--- src/rtl/counter_ctrl.sv ---
// rtl/counter_ctrl.sv - command-driven up-counter with one-shot/autoreload terminal count
module counter_ctrl #(
  parameter int WIDTH = 3
) (
  input  logic             clk,
  input  logic             reset,
  input  logic             cmd_valid,
  output logic             cmd_ready,
  input  logic [1:0]       cmd_op,
  input  logic [WIDTH-1:0] cmd_limit,
  input  logic             cmd_autoreload,
  output logic [WIDTH-1:0] count,
  output logic             busy,
  output logic             done,
  output logic [7:0]       wrap_cnt
);

  typedef enum logic [1:0] {
    S_IDLE = 2'd0,
    S_RUN  = 2'd1,
    S_HOLD = 2'd2,
    S_DONE = 2'd3
  } state_t;

  localparam logic [1:0] OP_START   = 2'b00;
  localparam logic [1:0] OP_STOP    = 2'b01;
  localparam logic [1:0] OP_CLEAR   = 2'b10;
  localparam logic [1:0] OP_RESTART = 2'b11;

  state_t           r_state;
  logic [WIDTH-1:0] r_count;
  logic [WIDTH-1:0] r_limit;
  logic             r_auto;
  logic             r_done;
  logic [7:0]       r_wrap;

  logic w_accept;
  logic w_terminal;
  logic w_run_override;

  assign cmd_ready      = !reset && (r_state != S_DONE);
  assign w_accept       = cmd_valid && cmd_ready;
  assign w_terminal     = (r_count == r_limit);
  // START while running is ignored, so only the other opcodes preempt counting
  assign w_run_override = w_accept && (cmd_op != OP_START);

  assign count    = r_count;
  assign done     = r_done;
  assign wrap_cnt = r_wrap;
  assign busy     = (r_state == S_RUN) || (r_state == S_HOLD);

  always_ff @(posedge clk) begin
    if (reset) begin
      r_state <= S_IDLE;
      r_count <= '0;
      r_limit <= '1;
      r_auto  <= 1'b0;
      r_done  <= 1'b0;
      r_wrap  <= 8'd0;
    end else begin
      r_done <= 1'b0;
      case (r_state)
        S_IDLE, S_HOLD: begin
          if (w_accept) begin
            case (cmd_op)
              OP_START: begin
                r_state <= S_RUN;
                if (r_state == S_IDLE) begin
                  r_limit <= cmd_limit;
                  r_auto  <= cmd_autoreload;
                  r_count <= '0;
                end
              end
              OP_STOP: ;
              OP_CLEAR: begin
                r_state <= S_IDLE;
                r_count <= '0;
                r_wrap  <= 8'd0;
              end
              OP_RESTART: begin
                r_state <= S_RUN;
                r_limit <= cmd_limit;
                r_auto  <= cmd_autoreload;
                r_count <= '0;
                r_wrap  <= 8'd0;
              end
            endcase
          end
        end
        S_RUN: begin
          if (w_run_override) begin
            case (cmd_op)
              OP_STOP:  r_state <= S_HOLD;
              OP_CLEAR: begin
                r_state <= S_IDLE;
                r_count <= '0;
                r_wrap  <= 8'd0;
              end
              default: begin
                r_state <= S_RUN;
                r_limit <= cmd_limit;
                r_auto  <= cmd_autoreload;
                r_count <= '0;
                r_wrap  <= 8'd0;
              end
            endcase
          end else if (w_terminal) begin
            r_done <= 1'b1;
            if (r_auto) begin
              r_count <= '0;
              if (r_wrap != 8'hFF) r_wrap <= r_wrap + 8'd1;
            end else begin
              r_state <= S_DONE;
            end
          end else begin
            r_count <= r_count + WIDTH'(1);
          end
        end
        S_DONE: r_state <= S_IDLE;
      endcase
    end
  end

endmodule

--- config.mk ---
export PLATFORM = sky130hd
export DESIGN_NAME = counter_ctrl
export DESIGN_NICKNAME = d
export VERILOG_FILES = /design/src/rtl/counter_ctrl.sv
export SDC_FILE = /design/constraint.sdc
export NUM_CORES = 1
export LEC_CHECK = 0
export CORE_MARGIN = 10
export CORE_UTILIZATION = 46
export CTS_BUF_LIST = sky130_fd_sc_hd__clkbuf_8
export CTS_CLUSTER_SIZE = 8
export DETAILED_ROUTE_END_ITERATION = 12
export GPL_ROUTABILITY_DRIVEN = 0
export GPL_TIMING_DRIVEN = 0
export MAX_ROUTING_LAYER = met4
export PLACE_DENSITY = 0.8
export RECOVER_POWER = 100
export SLEW_MARGIN = 20
export SYNTH_ARGS = -nofsm -noshare
export SYNTH_HDL_FRONTEND = slang
export SYNTH_SLANG_ARGS = --single-unit
--- constraint.sdc ---
create_clock -name clk -period 5.65 [get_ports clk]
set_input_delay 1.13 -clock clk [delete_from_list [all_inputs] [get_ports clk]]
set_output_delay 1.13 -clock clk [all_outputs]
set_load 0.03 [all_outputs]
# ---- After elaboration in Yosys (flattened, before gate mapping)
# Index checks and enable logic that the tools add are counted.
dict set report op_classes {
  n_addsub 2
  mul 0
  div 0
  n_lt_le_gt_ge 0
  n_eq_ne 23
  n_shift 0
  muxes 36
  n_bitwise 1
  reduce_logical 18
}
# op n
set ops {}
lappend ops {{8-bit 2-to-1 mux} 7}
lappend ops {{3-bit 2-to-1 mux} 10}
lappend ops {{3-bit one-hot mux with 2 select lines} 4}
lappend ops {{3-bit != test (second input constant)} 6}
lappend ops {{8-bit one-hot mux with 2 select lines} 1}
lappend ops {{6-bit AND reduction} 2}
lappend ops {{2-bit != test (second input constant)} 5}
lappend ops {{8-bit by 1-bit adder with 8-bit output (second input constant)} 1}
lappend ops {{2-bit == test (second input constant)} 4}
lappend ops {{2-bit 2-to-1 mux} 4}
lappend ops {{8-bit != test (second input constant)} 1}
lappend ops {{2-bit one-hot mux with 2 select lines} 2}
lappend ops {{2-bit OR reduction} 4}
lappend ops {{7-bit AND reduction} 1}
lappend ops {{3-bit by 2-bit != test with 1-bit output (second input constant)} 2}
lappend ops {{2-bit one-hot mux with 3 select lines} 1}
lappend ops {{1-bit 2-to-1 mux} 5}
lappend ops {{2-bit by 1-bit == test with 1-bit output (second input constant)} 2}
lappend ops {{2-bit zero test} 2}
lappend ops {{4-bit != test (second input constant)} 1}
lappend ops {{1-bit one-hot mux with 2 select lines} 2}
lappend ops {{4-bit AND reduction} 1}
lappend ops {{2-bit nonzero test} 2}
lappend ops {{3-bit by 1-bit adder with 3-bit output (second input constant)} 1}
lappend ops {{other kinds (7)} 9}
dict set report word_totals {
  ff_bits 18
  latchBits 0
  ram_bits 0
  mem_bits_ro 0
  input_bits 9
  output_inout_bits 14
  wordCells 86
  n_memories 0
}

# ---- Depth between registers and ports, before layout
# Gate-level depths: netlist of run 1.
dict set report logic_depth {
  depth_word 6
  mapped_depth 8
  ltp_nobuf 7
}

# ---- Worst setup path after synthesis of run 1
# OpenSTA, ideal clock, no wires.
dict set report synth_path {
  kind {input to output}
  start {input port reset}
  end {output port cmd_ready}
  arrival_ns 1.923
  required_ns 4.520
  slack_ns 2.597
  path_stages 3
  n_path_buf 2
  cell_sequence {clkbuf_1 > clkbuf_1 > nor2_1}
}
dict set report synth_via {
  elab_chain_cells 2
}
# item line
set synth_rtl {}
lappend synth_rtl {{start: declaration} 6} ;# input logic reset,
lappend synth_rtl {{1-bit zero test} 41} ;# assign cmd_ready = !reset && (r_state != S_DONE);
lappend synth_rtl {{1-bit logical AND} 41}
lappend synth_rtl {{end: declaration} 8} ;# output logic cmd_ready,
# No other way between the ends.

# ---- Worst setup path in the final report of run 1
# Ends and elaborated chain as after synthesis.

==> impl_metrics.yaml, run 1 <==
run_status:
  outcome: "complete, no violations"
logic_synthesis:
  yosys.area_share.simple_pct: 24.14
  synth_ff_type: "dfxtp_1"
  async_flop_share_pct: 0
  yosysWarnings: 0
  synth_edf_count: 0
  syn_avg_cell_area_um2: 8.688
  syn_nets: 162
  ys_seq_area_share_pct: 29.21
  synthCells: 142
  synth_top_family_by_area: "simple AND/OR/NAND/NOR gates"
  synthAdderAreaFrac_pct: 11.16
  synth_compound_area_share_pct: 21.60
  synth.distinct_cells: 43
  ys_ff_latch: 18
  synth_area_um2: 1234
  synthMuxAreaShare_pct: 7.708
  synth_xor_area_share_pct: 2.130
clock_tree:
  cts_tree: "yes"
  cts_max_level: 1
  cts.sinks: 18
  clk_pin_slew_ps: 70
  clockBufferDepth: 2
  root_buffer: "clkbuf_8"
  clock_latency_ps: 260
  numCtsBuffers: 3
  cts-resized-gates: 0
  post_cts_buffers: 0
  cts_hold_buf: 0
global_route:
  grt_pass1_vias: 1157
  grt_pass1_wl_um: 5050
  gr-usage-all-layers_pct: 12.08
  grt_max_degree: 11
  grt-ovfl-total: 0
  antenna_found_initial: 0
timing:
  finalSetupTns_ps: 0
  finalSetupViolCount: 0
  max_slew_margin_pct: 47.99
  drv_slew: 0
  finalClockSkew_ps: 5.698
  period_share_pct: 76.44
  whs_ps: 491.6
  tightest_slew_ps: 773.6
  grt_setup_unrepaired: "no"
  fmax_ghz: 0.2315
  finalHoldViolCount: 0
  fin_crit_ps: 4319
worst_setup_path:
  crit_arrival_ps: 3190
  cp.required_ps: 4520
  crit_path_frequent_cell: "clkbuf_1"
  crit_chain: "clkdlybuf4s50_1 -> clkbuf_1 -> clkbuf_1 -> nor2_1 -> dlygate4sd3_1"
  cp_max_fo: 10
  rr_worst_depth: 6
  crit_slowest_cell: "dlygate4sd3_1"
  max_stage_delay_ps: 700
  path_class: "in2out"
  worstSetupStartpointType: "primary input"
  end_kind: "output pin"
layout:
  antenna_cells: 0
  n_fill_cell: 223
  instances_no_fill: 198
  area_delta_synth_final_pct: 24.85
  drive_gt1_share_pct: 5.357
  layout.nets: 189
floorplanning:
  fp-row-count: 18
  dieArea_um2: 5153
  io_pins: 23
  die_h_um: 71.79
  core_area_um2: 2522
  initial_core_util_pct: 48.91
  die_w_um: 71.79
routing:
  dr.pass1.iters: 4
  drc: 0
  wl_per_cell_um: 15.73
  via_count: 1202
  ant_nets: 0
  viasPerCell: 6.071
  wl_um: 3114
  drt_iter0_drc: 130
min_path:
  hold_path_class: "reg2reg"
  whs_path_depth: 1
power:
  intPower_uw: 306.5
  p_sw_uw: 217.2
  ir_drop_v: 0.0002300
  p_total_uw: 523.8
  p_sw_share_pct: 41.47
  p_leak_nw: 0.6648
  seqPwrFrac_pct: 30.6
  clock_power_share_pct: 20.6
  power_density_nw_per_um2: 340.1
  p_comb_share_pct: 48.8
run:
  cap_violations: 0
placement:
  hpwl_um: 2349
  io_buffers: 22
  place_inst: 194
==> worst max-delay path, delay by kind of cell <==
kind / cells / cell delay (ps)
buf+inv: 4 / 1980
simple gates: 1 / 70
==> cells by family (layout without fill, tap and decap cells) <==
logic type | after synthesis | count (layout)
XOR/XNOR | 3 | 3
buffers and inverters | 13 | 39
multiplexers | 9 | 9
adder cells (fa/ha/maj) | 11 | 11
AO/OA/AOI/OAI | 38 | 38
flip-flops | 18 | 18
AND/OR/NAND/NOR | 50 | 50
==> cells in the final DEF (no fill, tap or decap), drive strengths merged, types with 2 or more instances in the layout <==
cell type and n:
a21oi 11, a31oi 6, a41oi 2, and2 2, and3 6, clkbuf 9
clkdlybuf4s50 7, dfxtp 18, dlygate4sd3 15, ha 11, inv 8, mux2i 8
nand2 9, nand3 3, nand4 6, nor2 8, nor2b 4, o21ai 5
o22ai 3, o31ai 4, or3 2, xnor2 3
==> flip-flops by register name, indices dropped and copies added, names as in the netlist <==
signal and flops:
done 1, count 3, r_auto 1, wrap_cnt 8, r_state 2, r_limit 3
==> power by group through the flow <==
stage	Combinational, mW	Clock (mW)	Sequential (mW)
2_1_floorplan	0.201	0	0.159
3_5_place_dp	0.260	0	0.163
4_1_cts	0.261	0.109	0.160
3_3_place_gp	0.253	0	0.162
5_1_grt	0.279	0.115	0.162
6_report	0.256	0.108	0.160
==> synth_stat cells, types with 2 or more instances <==
| cell type | instances | area share, % |
|---|---|---|
| clkbuf_1 | 4 | 1.2 |
| dfxtp_1 | 18 | 29 |
| o22ai_1 | 2 | 1.0 |
| nor2_1 | 8 | 2.4 |
| and2_1 | 2 | 1.0 |
| inv_1 | 8 | 2.4 |
| ha_1 | 11 | 11 |
| nand2_1 | 9 | 2.7 |
| or3_1 | 2 | 1.0 |
| a21oi_1 | 11 | 4.5 |
| a31oi_1 | 6 | 3.0 |
| nand4_1 | 6 | 3.0 |
| nand3_1 | 2 | 0.81 |
| and3_1 | 6 | 3.0 |
| xnor2_1 | 3 | 2.1 |
| o31ai_1 | 3 | 1.8 |
| o21ai_0 | 5 | 2.0 |
| mux2i_1 | 8 | 6.5 |
| nor2b_1 | 4 | 2.0 |
==> path summary, 6_finish.rpt <==
| check | start | endpoint | slack, ps |
|---|---|---|---|
| worst max register to register | r_state[0]$_SDFFE_PP0P_ | wrap_cnt[6]$_SDFFE_PP0P_ | 3210 |
| worst min register to register | wrap_cnt[3]$_SDFFE_PP0P_ | wrap_cnt[3]$_SDFFE_PP0P_ | 490 |
| worst max-delay path | reset | cmd_ready | 1330 |
| worst min-delay path | wrap_cnt[3]$_SDFFE_PP0P_ | wrap_cnt[3]$_SDFFE_PP0P_ | 490 |
==> routing by layer <==
| metal | share of wire, % | GRT usage [%] | vias to the layer above |
|---|---|---|---|
| met5 | 0 | - | - |
| met4 | 1.3 | 3.871 | 0 |
| met3 | 7.6 | 4.408 | 6 |
| met2 | 50 | 20.39 | 53 |
| met1 | 41 | 12.79 | 560 |
| li1 | - | - | 583 |
==> metrics by stage <==
step | util, % | worst slack [ps] | instance area (um^2)
after floorplan | - | 2597 | 1234
after global placement | 59.13 | 1427 | 1491
after detailed placement | 59.13 | 1406 | 1491
after CTS | 61.31 | 1392 | 1546
after global routing | 61.06 | 1186 | 1540
final | 61.06 | 1331 | 1540
==> area by class of cell <==
cell class                 instances  area [um^2]  share of cell area [%]
multi-input combinational        111        818.3                   53.13
sequential                        18        360.3                   23.40
timing repair buffer              22        220.2                   14.30
clock buffer                       4        55.05                   3.574
tap                               30        37.54                   2.437
inverter                           8        30.03                   1.950
buffer                             5        18.77                   1.219
No activity file was read; power rests on OpenSTA's default activity.
==> run 2, diff against run 1 <==
PLACE_DENSITY = 0.83   (was 0.8)
clock period = 3.6 ns   (was 5.65 ns; I/O delays follow)
==> impl_metrics.yaml, run 2 (synthesis results as in run 1) <==
power:
  ir_drop_v: 0.0003196
  power_density_nw_per_um2: 518.4
  p_total_uw: 784.8
  p_leak_nw: 0.6583
clock_tree:
  cts_max_level: 1
  clk_pin_slew_ps: 60
  numCtsBuffers: 3
  cts_hold_buf: 0
  cts.sinks: 18
  clockBufferDepth: 2
  cts_tree: "yes"
  clock_latency_ps: 260
  root_buffer: "clkbuf_8"
  post_cts_buffers: 0
layout:
  antenna_cells: 0
  layout.nets: 189
  final_util_pct: 60.02
  most-common-layout-cells: "dfxtp_1 (18), dlygate4sd3_1 (15), a21oi_1 (11), ha_1 (11), nand2_1 (9)"
  largest_register_ff_count: 8
  drive_gt1_share_pct: 4.790
  final_common_cell: "dfxtp_1"
  area_delta_synth_final_pct: 22.72
  final_area_um2: 1514
  n_fill_cell: 231
  instances_no_fill: 197
floorplanning:
  core_area_um2: 2522
  io_pins: 23
  die_w_um: 71.79
  dieArea_um2: 5153
  initial_core_util_pct: 48.91
  fp-row-count: 18
  die_h_um: 71.79
worst_setup_path:
  end_kind: "output pin"
  max_stage_delay_ps: 690
  worstSetupStartpointType: "primary input"
  cp_max_fo: 10
  crit_chain: "clkdlybuf4s50_1 -> clkbuf_1 -> clkbuf_2 -> nor2_1 -> dlygate4sd3_1"
  cp.required_ps: 2880
  crit_slowest_cell: "dlygate4sd3_1"
  cp.buffers_inverters: 4
  path_class: "in2out"
  crit_arrival_ps: 2650
  cp_top_family: "buffers and inverters"
routing:
  dr.pass1.iters: 4
  via_count: 1188
  viasPerCell: 6.030
  ant_nets: 0
  wl_per_cell_um: 16.44
  wl_um: 3239
  drt_iter0_drc: 93
  drc: 0
run_status:
  outcome: "complete, no violations"
timing:
  fmax_ghz: 0.2969
  finalClockSkew_ps: 8.777
  max_slew_margin_pct: 49.45
  drv_slew: 0
  grt_setup_unrepaired: "no"
  tightest_slew_ps: 751.8
  finalSetupTns_ps: 0
  period_share_pct: 93.55
  finalHoldViolCount: 0
  fin_crit_ps: 3368
  finalSetupViolCount: 0
global_route:
  grt_pass1_vias: 1201
  gr-usage-all-layers_pct: 12.84
  antenna_found_initial: 0
  grt-ovfl-total: 0
  grt_max_degree: 11
  grt_pass1_wl_um: 5457
placement:
  place_inst: 194
  hpwl_um: 2474
  io_buffers: 22
  place_area_um2: 1491
run:
  cap_violations: 0
min_path:
  hold_path_class: "reg2reg"
==> run 2: changes by cell type in the layout (fill, tap and decap cells not counted), sizes merged <==
cell    previous run  this run
clkbuf             9         8
==> run 2: worst paths after layout <==
check                                             start                  endpoint  slack, ps  cells past startpoint
worst max register to register  r_state[0]$_SDFFE_PP0P_  wrap_cnt[6]$_SDFFE_PP0P_       1170                      6
worst min-delay path            r_limit[1]$_SDFFE_PP1P_   r_limit[1]$_SDFFE_PP1P_        500                      2
worst max-delay path                              reset                 cmd_ready        230                      5
worst min register to register  r_limit[1]$_SDFFE_PP1P_   r_limit[1]$_SDFFE_PP1P_        500                      2
==> run 2: through the flow <==
stage | setup WS (ps) | hold WS, ps
6_report | 232.0 | 501.9
5_1_grt | 89.81 | 523.3
4_1_cts | 166.4 | 503.3
3_5_place_dp | 184.0 | 485.6
3_3_place_gp | 202.4 | 480.8
2_1_floorplan | 1352 | 463.4
==> run 2: what timing repair did <==
action                                 CTS  global route
endpoints found under the hold margin    0             0
setup endpoints to repair                0             1
resized for setup                        0             2
==> run 2: power breakdown <==
group	internal, mW	leakage (nW)	switching, mW
sequential	0.221	0.146	0.0312
combinational	0.155	0.491	0.234
clock	0.0745	0.0216	0.0692
total	0.450	0.658	0.334
==> run 2: final cells by class <==
cell class              instances  area, um^2  area share, %
multi-input cells             111       804.5          53.14
flip-flops and latches         18       360.3          23.80
repair buffers                 22       220.2          14.55
clock buffers                   3       41.29          2.727
well taps                      30       37.54          2.479
inverters                       8       30.03          1.983
plain buffers                   5       20.02          1.322
==> run 2: worst reg2reg max path, delay by kind of cell (launching register included) <==
family / cells / cell delay, ps
fa+ha+maj: 1 / 310
compound gates: 4 / 1190
flops: 1 / 390
buf+inv: 1 / 430
==> run 2: routing by layer <==
metal	part of all wire, %	track usage, %
met4	0	1.935
met2	51	22.65
met3	5.8	4.270
met1	44	13.85
met5	0	-
==> run 3, diff against run 2 <==
MAX_ROUTING_LAYER = unset   (was met4)
==> impl_metrics.yaml, run 3 (synthesis results as in run 1) <==
timing:
  finalSetupTns_ps: 0
  finalClockSkew_ps: 8.742
  finalHoldViolCount: 0
  whs_ps: 501.9
  fin_crit_ps: 3367
  max_slew_margin_pct: 49.51
  finalSetupViolCount: 0
  fmax_ghz: 0.2970
  drv_slew: 0
  grt_setup_unrepaired: "no"
  tightest_slew_ps: 751.0
  period_share_pct: 93.52
worst_setup_path:
  cp_max_fo: 10
  cp_top_family: "buffers and inverters"
  path_class: "in2out"
  path_depth: 5
  end_kind: "output pin"
  cp.required_ps: 2880
  rr_worst_depth: 6
  max_stage_delay_ps: 690
  crit_arrival_ps: 2650
  cp.buffers_inverters: 4
  crit_slowest_cell: "dlygate4sd3_1"
  r2r_end: "wrap_cnt[6]$_SDFFE_PP0P_"
  worstSetupStartpointType: "primary input"
  worst_r2r_startpoint: "r_state[0]$_SDFFE_PP0P_"
  crit_chain: "clkdlybuf4s50_1 -> clkbuf_1 -> clkbuf_2 -> nor2_1 -> dlygate4sd3_1"
  r2r_setup_slack_ps: 1180
global_route:
  grt_pass1_vias: 1201
  antenna_found_initial: 0
  grt_pass1_wl_um: 5457
  grt_max_degree: 11
  grt-ovfl-total: 0
  gr-usage-all-layers_pct: 12.49
run_status:
  outcome: "complete, no violations"
clock_tree:
  clockBufferDepth: 2
  cts_tree: "yes"
  cts_max_level: 1
  clock_latency_ps: 260
  cts_hold_buf: 0
  numCtsBuffers: 3
  root_buffer: "clkbuf_8"
  clk_pin_slew_ps: 60
  cts.sinks: 18
layout:
  n_fill_cell: 231
  layout.nets: 189
  final_common_cell: "dfxtp_1"
  largest_register_ff_count: 8
  drive_gt1_share_pct: 4.790
  ff_latch_area_um2: 360.3
  area_delta_synth_final_pct: 22.72
  most-common-layout-cells: "dfxtp_1 (18), dlygate4sd3_1 (15), a21oi_1 (11), ha_1 (11), nand2_1 (9)"
  multiInputGateArea_um2: 804.5
  antenna_cells: 0
routing:
  wl_um: 3232
  dr.pass1.iters: 4
  viasPerCell: 6.015
  drc: 0
  drt_iter0_drc: 93
  ant_nets: 0
  wl_per_cell_um: 16.41
  via_count: 1185
min_path:
  hold_path_end: "r_limit[1]$_SDFFE_PP1P_"
  hold_path_class: "reg2reg"
  whs_path_depth: 2
  hold_start: "r_limit[1]$_SDFFE_PP1P_"
run:
  cap_violations: 0
floorplanning:
  core_area_um2: 2522
  die_h_um: 71.79
  initial_core_util_pct: 48.91
  fp-row-count: 18
  die_w_um: 71.79
  dieArea_um2: 5153
  io_pins: 23
power:
  p_leak_nw: 0.6583
  ir_drop_v: 0.0003197
  power_density_nw_per_um2: 518.0
placement:
  hpwl_um: 2474
  io_buffers: 22
## run 3: cell counts in the layout (fill, tap and decap cells not counted)
Identical to the previous run, type by type.
## run 3: through the flow
step	area [um^2]	std cells	setup slack, ps	power [mW]	utilization [%]
3_5_place_dp	1491	194	184.0	0.6661	59.13
4_1_cts	1533	197	166.4	0.8081	60.76
5_1_grt	1514	197	87.74	0.8377	60.02
2_1_floorplan	1234	142	1352	0.5652	-
6_report	1514	197	233.3	0.7843	60.02
3_3_place_gp	1491	194	202.4	0.6509	59.13
## run 3: worst min-delay path: cells and delay by family (launching register included)
kind	cells	cell delay, ps
and+or+nand+nor	1	50
muxes	1	70
DFF	1	340
## run 3: repair_timing
| item | CTS | global route |
|---|---|---|
| buffers inserted | 0 | 0 |
| setup endpoints to repair | 0 | 1 |
| gates resized for setup | 0 | 2 |
## run 3: worst max-delay path by stage
stage,startpoint,end,slack [ps]
finish,reset,cmd_ready,230
global route,reset,cmd_ready,90
CTS,reset,cmd_ready,170
detailed placement,reset,cmd_ready,180
global placement,reset,cmd_ready,200
floorplan,cmd_op[0],count[0]$_SDFFE_PP0P_,1350
## run 3: cell type report
type                    instances  area share (%)
multi-input cells             111           53.14
plain buffers                   5           1.322
inverters                       8           1.983
repair buffers                 22           14.55
well taps                      30           2.479
flip-flops and latches         18           23.80
clock buffers                   3           2.727
## run 3: power breakdown
group	internal [mW]	switching (mW)	total, mW
Sequential	0.221	0.0311	0.252
Combinational	0.155	0.234	0.389
Clock	0.0745	0.0692	0.144
## run 3: per-layer routing
metal | vias up | track usage [%] | wire (um)
met5 | - | 0 | 0
met4 | 0 | 1.935 | 0
met2 | 36 | 22.65 | 1634
met1 | 563 | 13.30 | 1365
met3 | 0 | 5.234 | 232
li1 | 586 | - | -
